[config.mk]
export PLATFORM = sky130hd
export DESIGN_NAME = shishi_bit_count
export DESIGN_NICKNAME = d
export VERILOG_FILES = /design/src/rtl/shishi_pkg.sv /design/src/rtl/lzc_core.sv /design/src/rtl/shishi_bit_count.sv
export SDC_FILE = /design/constraint.sdc
export NUM_CORES = 1
export LEC_CHECK = 0
export BUFFER_PORTS_ARGS = -buffer_cell sky130_fd_sc_hd__buf_2
export CORE_MARGIN = 3
export CORE_UTILIZATION = 40
export CTS_CLUSTER_DIAMETER = 100
export DETAILED_ROUTE_END_ITERATION = 12
export GPL_ROUTABILITY_DRIVEN = 0
export PLACE_DENSITY_LB_ADDON = 0.25
export SLEW_MARGIN = 25
export SYNTH_ARGS = -nofsm -noshare
export SYNTH_HDL_FRONTEND = slang
export SYNTH_SLANG_ARGS = --single-unit
[constraint.sdc]
create_clock -name clk -period 1 [get_ports clk]
set_input_delay 0.3 -clock clk [delete_from_list [all_inputs] [get_ports clk]]
set_output_delay 0.3 -clock clk [all_outputs]
set_load 0.01 [all_outputs]
[src/rtl/shishi_pkg.sv]
// Shared encodings and widths for the shishi bit-count unit.
package shishi_pkg;

    localparam logic [1:0] OP_POP = 2'b00;
    localparam logic [1:0] OP_CLZ = 2'b01;
    localparam logic [1:0] OP_CTZ = 2'b10;
    localparam logic [1:0] OP_CLO = 2'b11;

    localparam int CNT_W = 32;

endpackage

[src/rtl/lzc_core.sv]
// Leading-zero counter: number of consecutive zeros from the MSB; all-zero input gives WIDTH.
module lzc_core #(
    parameter int WIDTH = 32
) (
    input  logic [WIDTH-1:0]         data,
    output logic [$clog2(WIDTH):0]   zcnt
);

    localparam int CW = $clog2(WIDTH) + 1;

    // Ascending scan: the highest set bit is the last to write, so it wins.
    always_comb begin
        zcnt = CW'(WIDTH);
        for (int i = 0; i < WIDTH; i++) begin
            if (data[i]) begin
                zcnt = CW'(WIDTH - 1 - i);
            end
        end
    end

endmodule

[src/rtl/shishi_bit_count.sv]
// Registered bit-statistics unit: popcount, clz, ctz, clo with one-cycle latency.
module shishi_bit_count
    import shishi_pkg::*;
#(
    parameter int WIDTH = 32
) (
    input  logic               clk,
    input  logic               reset_n,
    input  logic               in_valid,
    input  logic [1:0]         op,
    input  logic [WIDTH-1:0]   A,
    output logic [CNT_W-1:0]   cnt,
    output logic               out_valid
);

    localparam int LV = $clog2(WIDTH);
    localparam int CW = LV + 1;

    logic [WIDTH-1:0] a_rev;
    logic [WIDTH-1:0] lz_in;
    logic [CW-1:0]    lz_cnt;
    logic [CW-1:0]    pop_cnt;
    logic [CW-1:0]    res;
    logic [CNT_W-1:0] cnt_q, cnt_d;
    logic             out_valid_q;

    for (genvar i = 0; i < WIDTH; i++) begin : g_rev
        assign a_rev[i] = A[WIDTH-1-i];
    end

    // Popcount adder tree: level l holds WIDTH>>l partial sums.
    for (genvar l = 0; l <= LV; l++) begin : g_lvl
        localparam int N = WIDTH >> l;
        logic [CW-1:0] s [N];
        for (genvar j = 0; j < N; j++) begin : g_node
            if (l == 0) begin : g_leaf
                assign s[j] = {{(CW-1){1'b0}}, A[j]};
            end else begin : g_add
                assign s[j] = g_lvl[l-1].s[2*j] + g_lvl[l-1].s[2*j+1];
            end
        end
    end

    assign pop_cnt = g_lvl[LV].s[0];

    // One shared leading-zero encoder: clo = clz(~A), ctz = clz(reverse(A)).
    always_comb begin
        lz_in = A;
        case (op)
            OP_CLO:  lz_in = ~A;
            OP_CTZ:  lz_in = a_rev;
            default: lz_in = A;
        endcase
    end

    lzc_core #(.WIDTH(WIDTH)) u_lzc (
        .data (lz_in),
        .zcnt (lz_cnt)
    );

    always_comb begin
        res = lz_cnt;
        if (op == OP_POP) begin
            res = pop_cnt;
        end
        cnt_d = CNT_W'(res);
    end

    // cnt holds when idle so downstream bypass muxes see no toggling.
    always_ff @(posedge clk or negedge reset_n) begin
        if (!reset_n) begin
            cnt_q       <= '0;
            out_valid_q <= 1'b0;
        end else begin
            out_valid_q <= in_valid;
            if (in_valid) begin
                cnt_q <= cnt_d;
            end
        end
    end

    assign cnt       = cnt_q;
    assign out_valid = out_valid_q;

endmodule

# Yosys cells after proc, flatten, opt, wreduce, memory -nomap -nowiden
# Cells that the tools add are included.
# totals
elab_cells	71
regBits	7
# op_classes
n_mux	34
n_bitwise	1
reduce_logical	1
n_eq_ne	2
add_sub_neg	31
# op_table
operator	n
$mux 6	33
$pmux 32 s2	1
$add 1x1->2	16
$not 32->32	1
$add 2x2->3	8
$add 3x3->4	4
$add 4x4->5	2
$add 5x5->6	1
$eq 2x2->1 const B	2
$logic_not 2->1	1

# Depth between registers and ports, before layout
# Gate-level depths: netlist of run 1.
# logic_depth
depth_word	35
ltp_mapped	20
depth_no_buf	19

# Cells and area by module
# From an unflattened synthesis of run 1, not the netlist that was laid out.
# unflattened
hier_cells	293
hier_area_um2	2212.1
# modules_own_cells
mod	cells_each	area_each_um2	seq_area_each_um2	instances
shishi_bit_count	228	1844.3	175.2	1
lzc_core	65	367.9	0.0	1

# Worst setup path after synthesis of run 1
# Ideal clock, no wire load.
# synth_timing
path_kind	input port to flip-flop
start	input port A[23]
end	register cnt_q[1], in the netlist cnt[1]
path_stages	18
t_required_ps	871
path_buffers	1
arrival_time_ps	4865
setup_slack_ps	-3994
path_cell_list	clkbuf_1 inv_1 fa_1 fa_1 inv_1 fa_1 inv_1 fa_1 fa_1 fa_1 inv_1 ha_1 inv_1 fa_1 nor3_1 mux2_2 a211oi_2 a211oi_2
# synth_between
elab_chain_len	26
# synth_lines
item	line_no	rtl
start: declaration	shishi_bit_count.sv:11	input logic [WIDTH-1:0] A,
$pmux 32 s2	shishi_bit_count.sv:49	case (op)
$mux 6 (24 in series)	lzc_core.sv:15	if (data[i]) begin
$mux 6 *	shishi_bit_count.sv:63	if (op == OP_POP) begin
end signal: assignment	shishi_bit_count.sv:77	cnt_q <= cnt_d;
end: declaration	shishi_bit_count.sv:24	logic [CNT_W-1:0] cnt_q, cnt_d;
# Mark *: on every way between the ends. The rest lies on a longest branch, timed or not.
# A chain may end at the register's enable or synchronous reset.

# Final worst setup path of run 1
# layout_timing
start	input port A[17]
end	register cnt_q[1], in the netlist cnt[1]
# layout_between
elab_chain_len	20
# layout_lines
item	line_no
$pmux 32 s2	shishi_bit_count.sv:49
$mux 6 (18 in series)	lzc_core.sv:15
$mux 6 *	shishi_bit_count.sv:63
# Marked as above.

==> results of run 1 <==
[cells by family (layout without fill, tap and decap cells)]
| kind of cell | count (synthesis) | count (layout) | share of synthesized area, % |
|---|---|---|---|
| xor+xnor | 2 | 2 | 0.657 |
| flops | 7 | 7 | 6.57 |
| compound gates | 95 | 95 | 25.9 |
| buf+inv | 90 | 179 | 19.2 |
| mux | 1 | 1 | 0.423 |
| other cells | 1 | 26 | 0.141 |
| simple gates | 119 | 119 | 25.8 |
| fa+ha+maj | 31 | 31 | 21.3 |
[worst max-delay path, delay by kind of cell]
family	cells	cell delay, ns
AOI/OAI and AO/OA	2	0.27
adders and majority gates	8	3.59
buffers and inverters	6	0.36
muxes	1	0.28
and+or+nand+nor	1	0.05
[cells in the final DEF, fill, tap and decap left out, drive strengths merged, types with 9 or more instances in the layout]
cell type,count
o21ai,17
buf,130
conb,26
nand2,17
a21oi,14
inv,44
nor3,17
fa,24
nand4,14
nor2,21
o211ai,9
[cells in the mapped netlist (8+ instances only)]
library cell / n
fa_1: 24
or3_1: 8
nor3_1: 15
nand2_1: 17
nand4_1: 14
a31oi_1: 8
o211ai_1: 8
a21oi_1: 14
nor2_1: 21
inv_1: 44
o21ai_0: 13
buf_4: 31
[flip-flops by register name, indices dropped and copies added (netlist names)]
signal / cells
cnt: 6
out_valid: 1
[repair_timing]
action,4_1_cts,5_1_grt
hold buffers,1,0
setup buffers,7,2
pin swaps,7,7
resized for setup,17,3
hold endpoints to repair,7,0
setup endpoints to repair,13,13
[path summary, 6_finish.rpt]
| path | slack [ns] | endpoint | cells after the start |
|---|---|---|---|
| setup / recovery | -3.74 | cnt[1]$_DFFE_PN0P_ | 18 |
| hold / removal | 0.38 | out_valid$_DFF_PN0_ | 2 |
| setup reg to reg | -0.10 | cnt[1]$_DFFE_PN0P_ | 3 |
| hold reg to reg | 0.63 | cnt[5]$_DFFE_PN0P_ | 3 |
| max in group asynchronous | 0.34 | cnt[1]$_DFFE_PN0P_ | 2 |
| min in group asynchronous | 0.50 | cnt[2]$_DFFE_PN0P_ | 2 |
[metrics by stage]
stage               cells  setup TNS (ns)
floorplan             371          -21.03
global placement      524          -22.58
detailed placement    524          -23.15
CTS                   536          -22.16
global route          537          -23.49
finish                537          -22.21
[where the power goes]
part,total (mW),switching [mW],internal (mW)
clock network,0.395,0.120,0.276
registers,0.415,0.0485,0.366
logic,5.79,2.94,2.85
[cell type report]
class	instances	area share, %
multi-input cells	274	59.9
repair buffers	131	26.5
flip-flops and latches	7	4.93
inverters	44	4.72
well taps	77	2.71
clock buffers	4	1.27
[layer usage]
metal / share of wire, % / up-vias / GRT usage, %
li1: - / 1427 / -
met3: 7.3 / 16 / 2.35
met5: 0 / - / 0
met2: 48 / 150 / 38.8
met4: 2.1 / 0 / 6.00
met1: 42 / 1459 / 32.3
==> impl_results.md, run 1 <==
- Post-synth EDFFs: 0
- Clock skew: 0 ns
- Routed vias/inst: approximately 5.7
- Crit-path max FO: 3
- Overall routing resource usage: around a quarter
- Pre-CTS setup slack: -4.01 ns
- Failing checks: setup timing
- FF-to-FF Start: cnt[1]$_DFFE_PN0P_
- Routed Antenna Nets: 0
- Post-detail-place hpwl: between 7000 and 8000 um
- Clk buf depth: 2
- Die height: about 90 um
- Die area: between 7000 and 8000 um2
- Ordered list of cells on the worst path: buf_6 > fa_1 > inv_2 > fa_1 > inv_1 > fa_1 > inv_1 > fa_1 > fa_1 > fa_1 > inv_2 > ha_4 > inv_2 > fa_2 > nor3_1 > mux2_4 > a41oi_1 > a211oi_2
- Highest clock rate: 0.211 GHz
- Status: finished with violations
- Area after DPL: around 3400 um2
- Synth Flop Type: dfrtp_1
- Number of hold violations in the final report: 0
- Final setup fails: 12
- Initial core utilization: a little over two fifths
- Sequential area share after synthesis: ~6.6%
- Worst Path Arrival: 4.84 ns
- First-pass GRT wire length: about 14000 um
- Overall power: 6.60 mW
- Worst Setup End Kind: flip-flop
- Post-synthesis async set-or-reset flop share: 100%
- Cell taking the most area after synthesis: fa_1
- Worst path most repeated cell: fa_1
- Ys Warns: 0
- Power Density: about 1900 nW/um2
- First-pass detailed-route iteration total: 5
- Ratio of cells with drive above 1 in the final layout: between 30% and 40%
- Critical Path Source: A[17]
- Fin crit period: 4.74 ns
- Final worst path period share: 474%
- Total wire length: 8720 um
- Final core area utilization: 55.7%
- Multi-input logic area: ~2100 um2
- Antenna violations before repair: 0
- H-tree lvl count: 1
- Maximum VDD drop: around 3.7 mV
- Slowest stage delay, CP: 0.54 ns
- Cell variety after synth: between 60 and 70
- Hold_sp: in_valid
- Synth top area share: between 10% and 20%
- Worst skew pair latency: between 0.2 and 0.25 ns
- Post-route DRC: 0
- Max cap viols: 0
- Total CTS buffers: 3
- Hold_ws: between 0.3 and 0.4 ns
- Slew Limit Fails: 0
- Fill cells: approximately 610
- Post-route cell area: about 3600 um2
- Min setup slack post-route: -3.74 ns
- Synthesis-to-layout area growth: 33.4%
- GRT overflow: 0
- Worst setup SP type: primary input
- Rows: 29
- Hold WC Path Type: in -> reg
- Worst Path Class, Setup: in -> reg
- CTS root buf: clkbuf_8
- DIE WIDTH: between 80 and 90 um
- CORE AREA: 6390 um2
- P_leak: approximately 1.7 nW
- Area contributors post-synth: fa_1 18%, buf_4 8.7%, dfrtp_1 6.6%, inv_1 6.2%, ha_1 3.3%
- Slowest stage cell, crit path: fa_1
- Io pins: 70
- Net count, final: 529
- ANT cells: 0
- Clock slew at reported path FFs: 0.04 ns
- WP data required: ~1.1 ns
- DRT iter0 DRCs: about 240
- IO Port Bufs: 43
- Sequential Area: ~180 um2
- CTS tree: done
- RSZ-0062 raised after global routing: yes
- Largest net degree at the start of global routing: 21
- Wire per inst: 16.2 um
- Vias: between 3000 and 4000
- FF+latch count, synth: 7
- Cell count after synthesis: 346
- Clk sinks: 7
- Syn Std Cell Area: roughly 2700 um2
- Vias in the first global route: 2915
- Syn Area/Cell: ~7.7 um2
Power figures use the tool's default switching activity.
==> run 2, diff against run 1 <==
CTS_BUF_LIST = sky130_fd_sc_hd__clkbuf_4   (was not set)
==> run 2 against run 1 <==
Against the previous run: the run still ends with setup timing left; sequential share of layout area hardly changed; hold slack worse by 0.025 ns; clock power is 27% lower; combinational power hardly changed; critical endpoint unchanged.
==> impl_results.md, run 2 (synthesized netlist as in run 1, its figures left out) <==
- Hold_sp: in_valid
- Pre-CTS setup slack: -4.01 ns
- P_leak: between 1.5 and 2 nW
- Worst Setup End Kind: flip-flop
- Total wire length: about 8500 um
- Maximum VDD drop: 2.98 mV
- Slew Limit Fails: 0
- CORE AREA: approximately 6400 um2
- First-pass GRT wire length: 14200 um
- DRT iter0 DRCs: 257
- Max cap viols: 0
- DIE WIDTH: a little under 90 um
- Number of hold violations in the final report: 0
- Rows: 29
- Highest clock rate: approximately 0.21 GHz
- Antenna violations before repair: 0
- Crit-path max FO: 3
- Fin crit period: about 4.7 ns
- Largest net degree at the start of global routing: 21
- Clock slew at reported path FFs: roughly 0.05 ns
- Reg2reg path depth: 4
- Hold depth: 2
- Routed vias/inst: 5.55
- Hold_ws: 0.355 ns
- CTS root buf: clkbuf_4
- Final core area utilization: a little under three fifths
- Most frequent cells in the layout: 84 x buf_4, 39 x buf_2, 37 x inv_1
- Post-route DRC: 0
- Initial core utilization: between 40% and 50%
- Status: finished with violations
- Min setup slack post-route: -3.70 ns
- CTS tree: done
- Worst Path Arrival: just under 5 ns
- Die area: 7680 um2
- Net count, final: 530
- Final Non-Filler Cells: roughly 540
- Final worst path period share: 470%
- H-tree lvl count: 1
- Slowest stage delay, CP: roughly 0.54 ns
- First-pass detailed-route iteration total: 4
- Max FFs per register: 6
- Worst path most repeated cell: fa_1
- RSZ-0062 raised after global routing: yes
- Failing checks: setup timing
- Worst skew pair latency: 0.25 ns
- Hold path endpoint: out_valid$_DFF_PN0_
- Most common cell after layout, fill and taps aside: buf_4
- Sequential Area: ~180 um2
- Overall routing resource usage: around 23%
- Io pins: 70
- Placed Cells: 524
- Ratio of cells with drive above 1 in the final layout: between 30% and 40%
- ANT cells: 0
- IO Port Bufs: 43
- Worst reg2reg path endpoint: cnt[1]$_DFFE_PN0P_
- Ordered list of cells on the worst path: buf_6 > fa_1 > inv_2 > fa_1 > inv_1 > fa_1 > inv_1 > fa_1 > fa_1 > fa_1 > inv_2 > ha_4 > inv_2 > fa_2 > nor3_2 > mux2_4 > a41oi_1 > a211oi_2
- GRT overflow: 0
- Vias in the first global route: 2923
- Routed Antenna Nets: 0
- Fill cells: between 600 and 700
- Post-detail-place hpwl: 7300 um
- Worst Path Class, Setup: in -> reg
- WP data required: approximately 1.1 ns
- Wire per inst: ~16 um
- Power Density: 1830 nW/um2
- FF-to-FF Start: cnt[1]$_DFFE_PN0P_
- Total CTS buffers: 3
- Clk buf depth: 2
- Slowest stage cell, crit path: fa_1
- Multi-input logic area: approximately 2100 um2
- Worst setup SP type: primary input
- Clock skew: 0 ns
- Final setup fails: 13
- Hold WC Path Type: in -> reg
- Die height: around 88 um
- Vias: 2988
- Clk sinks: 7
- Reg-to-reg slack, setup: -0.19 ns
- Synthesis-to-layout area growth: 33.1%
==> run 2: cell types whose count changed in the layout (fill, tap and decap cells not counted), sizes merged <==
cell	change
buf	+1
==> run 2: cell type report <==
| cell class | instances | share of cell area, % |
|---|---|---|
| clock buffers | 4 | 0.847 |
| well taps | 77 | 2.72 |
| inverters | 44 | 4.73 |
| multi-input cells | 274 | 60.2 |
| repair buffers | 132 | 26.6 |
| flip-flops and latches | 7 | 4.94 |
==> run 2: stage by stage <==
stage / power (mW) / setup TNS, ns / area (um2)
final: 6.50 / -22.13 / 3550
after global routing: 7.35 / -23.49 / 3550
after CTS: 6.41 / -22.18 / 3530
after detailed placement: 5.41 / -23.15 / 3380
after global placement: 5.19 / -22.58 / 3380
after floorplan: 4.17 / -21.03 / 2820
==> run 2: repair_timing <==
action                     4_1_cts  5_1_grt
setup endpoints to repair       13       13
buffers inserted                 8        2
hold endpoints to repair         7        0
hold buffers                     1        0
gates resized for setup         17        3
pin swaps                        7        8
==> run 2: worst max-delay path by stage <==
stage	start	to	slack, ns	cells past startpoint
after floorplan	A[23]	cnt[1]$_DFFE_PN0P_	-3.69	18
after detailed placement	A[17]	cnt[2]$_DFFE_PN0P_	-4.01	19
after CTS	A[17]	cnt[1]$_DFFE_PN0P_	-3.68	18
final	A[17]	cnt[1]$_DFFE_PN0P_	-3.70	18
after global routing	A[17]	cnt[1]$_DFFE_PN0P_	-3.87	18
after global placement	A[25]	cnt[1]$_DFFE_PN0P_	-3.87	18
==> run 2: worst max-delay path, delay by kind of cell <==
kind | cells | cell delay, ns
adders and majority gates | 8 | 3.59
muxes | 1 | 0.27
buffers and inverters | 6 | 0.35
and+or+nand+nor | 1 | 0.04
AOI/OAI and AO/OA | 2 | 0.27
==> run 2: metal layers <==
metal  global-route usage, %  vias up  part of all wire [%]
met5                       0        -                     0
met4                    5.02        0                   2.0
met3                    2.16       15                   6.3
met2                    39.4       96                    49
met1                    32.1     1447                    43
li1                        -     1430                     -
==> run 2: power breakdown <==
part / total (mW) / switching, mW / internal, mW / leakage, nW
registers: 0.406 / 0.0408 / 0.365 / 0.0866
clock network: 0.290 / 0.111 / 0.180 / 0.0184
logic: 5.80 / 2.89 / 2.91 / 1.58
==> run 3, diff against run 2 <==
ABC_AREA = 1   (was not set)
SKIP_CTS_REPAIR_TIMING = 1   (was not set)
SLEW_MARGIN = 20   (was 25)
==> run 3 against run 2 <==
Against the previous run: the run still ends with setup timing left; non-clock buffer count shrank 22; via count shrank 22%; critical path depth grew 1; global-route usage shrank 3.9 points; register-to-register slack gained 0.39 ns; setup slack gained 0.26 ns; flip-flop and latch count is the same; synthesized area shrank 20%.
==> impl_results.md, run 3 <==
- Status: finished with violations
- Failing checks: setup timing
- Slowest stage cell, crit path: fa_1
- Total CTS buffers: 3
- Final Non-Filler Cells: between 400 and 500
- IO Port Bufs: 43
- Worst setup SP type: primary input
- Sequential area share after synthesis: under 10%
- Most common cell after layout, fill and taps aside: nand2_1
- First-pass GRT wire length: 9830 um
- Rows: 25
- Maximum VDD drop: 1.25 mV
- Total wire length: a little under 6000 um
- CORE AREA: about 4900 um2
- RSZ-0062 raised after global routing: yes
- Ys Warns: 0
- Post-synth EDFFs: 0
- Final worst path period share: 444%
- Die height: just under 80 um
- Worst Path Arrival: around 4.6 ns
- Overall power: around 6.6 mW
- Antenna violations before repair: 0
- Slew Limit Fails: 0
- Worst Path Class, Setup: in -> reg
- Die area: between 6000 and 7000 um2
- First-pass detailed-route iteration total: 5
- GRT overflow: 0
- M1 wire length: 2500 um
- Highest clock rate: 0.225 GHz
- Vias in the first global route: 2168
- Ordered list of cells on the worst path: buf_6 > fa_1 > inv_1 > fa_1 > inv_1 > fa_1 > inv_2 > fa_1 > fa_1 > fa_1 > inv_2 > ha_4 > inv_2 > fa_2 > o21ai_2 > o21ai_0 > a21oi_1 > nor2_1 > a21oi_1
- Final setup fails: 13
- Sequential Area: roughly 180 um2
- Clock slew at reported path FFs: 0.05 ns
- DIE WIDTH: 79.1 um
- Clock skew: 0 ns
- Fin crit period: ~4.4 ns
- Post-synth top cells: 93 x nand2_1, 49 x inv_1, 28 x nor2_1, 26 x buf_4
- P_leak: approximately 1.5 nW
- WP data required: 1.18 ns
- FF+latch count, synth: 7
- H-tree lvl count: 1
- DRT iter0 DRCs: 120
- Top delay family on crit path: adder cells
- Fill cells: around 500
- Vias: between 2000 and 2500
- Cell count after synthesis: around 320
- Met2 Wirelength: 3050 um
- Largest net degree at the start of global routing: 20
- Post-detail-place hpwl: a little over 5000 um
- ANT cells: 0
- Worst path buffer plus inverter count: 6
- Most frequent cells in the layout: 93 x nand2_1, 66 x buf_4, 41 x inv_1
- Post-route DRC: 0
- Io pins: 70
- Initial core utilization: a little over two fifths
- Synth top area share: a little under a quarter
- Worst skew pair latency: 0.25 ns
- Post-route cell area: 2910 um2
- CTS root buf: clkbuf_4
- Net count, final: 487
- Cell with the most instances after synthesis: nand2_1
- Syn Std Cell Area: ~2100 um2
- Cell variety after synth: 33
- Power Density: roughly 2300 nW/um2
- Max cap viols: 0
- Post-synthesis async set-or-reset flop share: between 90% and 100%
- Overall routing resource usage: between 15 and 20%
- Syn Area/Cell: 6.78 um2
- Cell taking the most area after synthesis: fa_1
- Multi-input logic area: approximately 1700 um2
- Crit-path max FO: 2
- Hold_ws: approximately 0.25 ns
- CTS tree: done
- Ratio of cells with drive above 1 in the final layout: 33.3%
- Routed Antenna Nets: 0
- Area contributors post-synth: fa_1 23%, nand2_1 16%, o221ai_1 9.8%, buf_4 9.1%, inv_1 8.6%
- Top layer in use: met4
- WL met3: 315 um
- Clk buf depth: 2
- Placed Cells: 475
- Number of hold violations in the final report: 0
- Synthesis-to-layout area growth: 36.1%
- Routed vias/inst: 4.82
- Worst Setup End Kind: flip-flop
- Max FFs per register: 6
- Clk sinks: 7
- Synth Flop Type: dfrtp_1
- Worst path most repeated cell: fa_1
- Setup TNS: -20.09 ns
- Slowest stage delay, CP: approximately 0.53 ns
- Area after DPL: about 2700 um2
- Wire per inst: approximately 12 um
- Hold WC Path Type: in -> reg
- Min setup slack post-route: -3.44 ns
run 3: report_power, final:
group / leakage [nW] / internal (mW) / switching, mW
logic: 1.45 / 2.93 / 2.96
registers: 0.0844 / 0.379 / 0.0543
clock network: 0.0184 / 0.179 / 0.0996
run 3: per-stage QoR:
| stage | setup slack (ns) | utilization [%] |
|---|---|---|
| floorplan | -3.38 | - |
| global placement | -3.67 | 55.6 |
| CTS | -3.46 | 56.2 |
| detailed placement | -3.72 | 55.6 |
| finish | -3.44 | 58.8 |
| global route | -3.52 | 58.8 |
run 3: metal layers:
metal | track usage, % | vias up
li1 | - | 1168
met1 | 26.5 | 1093
met2 | 33.8 | 71
met3 | 2.27 | 4
met4 | 1.72 | 0
met5 | 0 | -
run 3: cell type report:
cell class / count / share of cell area, %
clock buffers: 4 / 1.03
well taps: 67 / 2.89
multi-input cells: 245 / 57.1
repair buffers: 110 / 26.1
flip-flops and latches: 7 / 6.03
inverters: 52 / 6.89
run 3: logic make-up (layout without fill, tap and decap cells):
group                      Yosys count  after routing  share of synthesized area [%]
and+or+nand+nor                    130            130                           23.9
buffers and inverters               88            166                           21.0
AOI/OAI and AO/OA                   57             57                           19.7
adders and majority gates           31             31                           26.6
DFF                                  7              7                           8.21
other                                1             26                          0.176
xor gates and xnor gates             1              1                          0.410
run 3: path summary, 6_finish.rpt:
check	slack [ns]	cells after the start	to	start
setup / recovery	-3.44	19	cnt[4]$_DFFE_PN0P_	A[17]
hold / removal	0.25	1	out_valid$_DFF_PN0_	in_valid
setup reg to reg	0.20	3	cnt[1]$_DFFE_PN0P_	cnt[1]$_DFFE_PN0P_
hold reg to reg	0.51	2	cnt[0]$_DFFE_PN0P_	cnt[0]$_DFFE_PN0P_
max in group asynchronous	0.43	2	cnt[5]$_DFFE_PN0P_	reset_n
min in group asynchronous	0.42	2	cnt[3]$_DFFE_PN0P_	reset_n
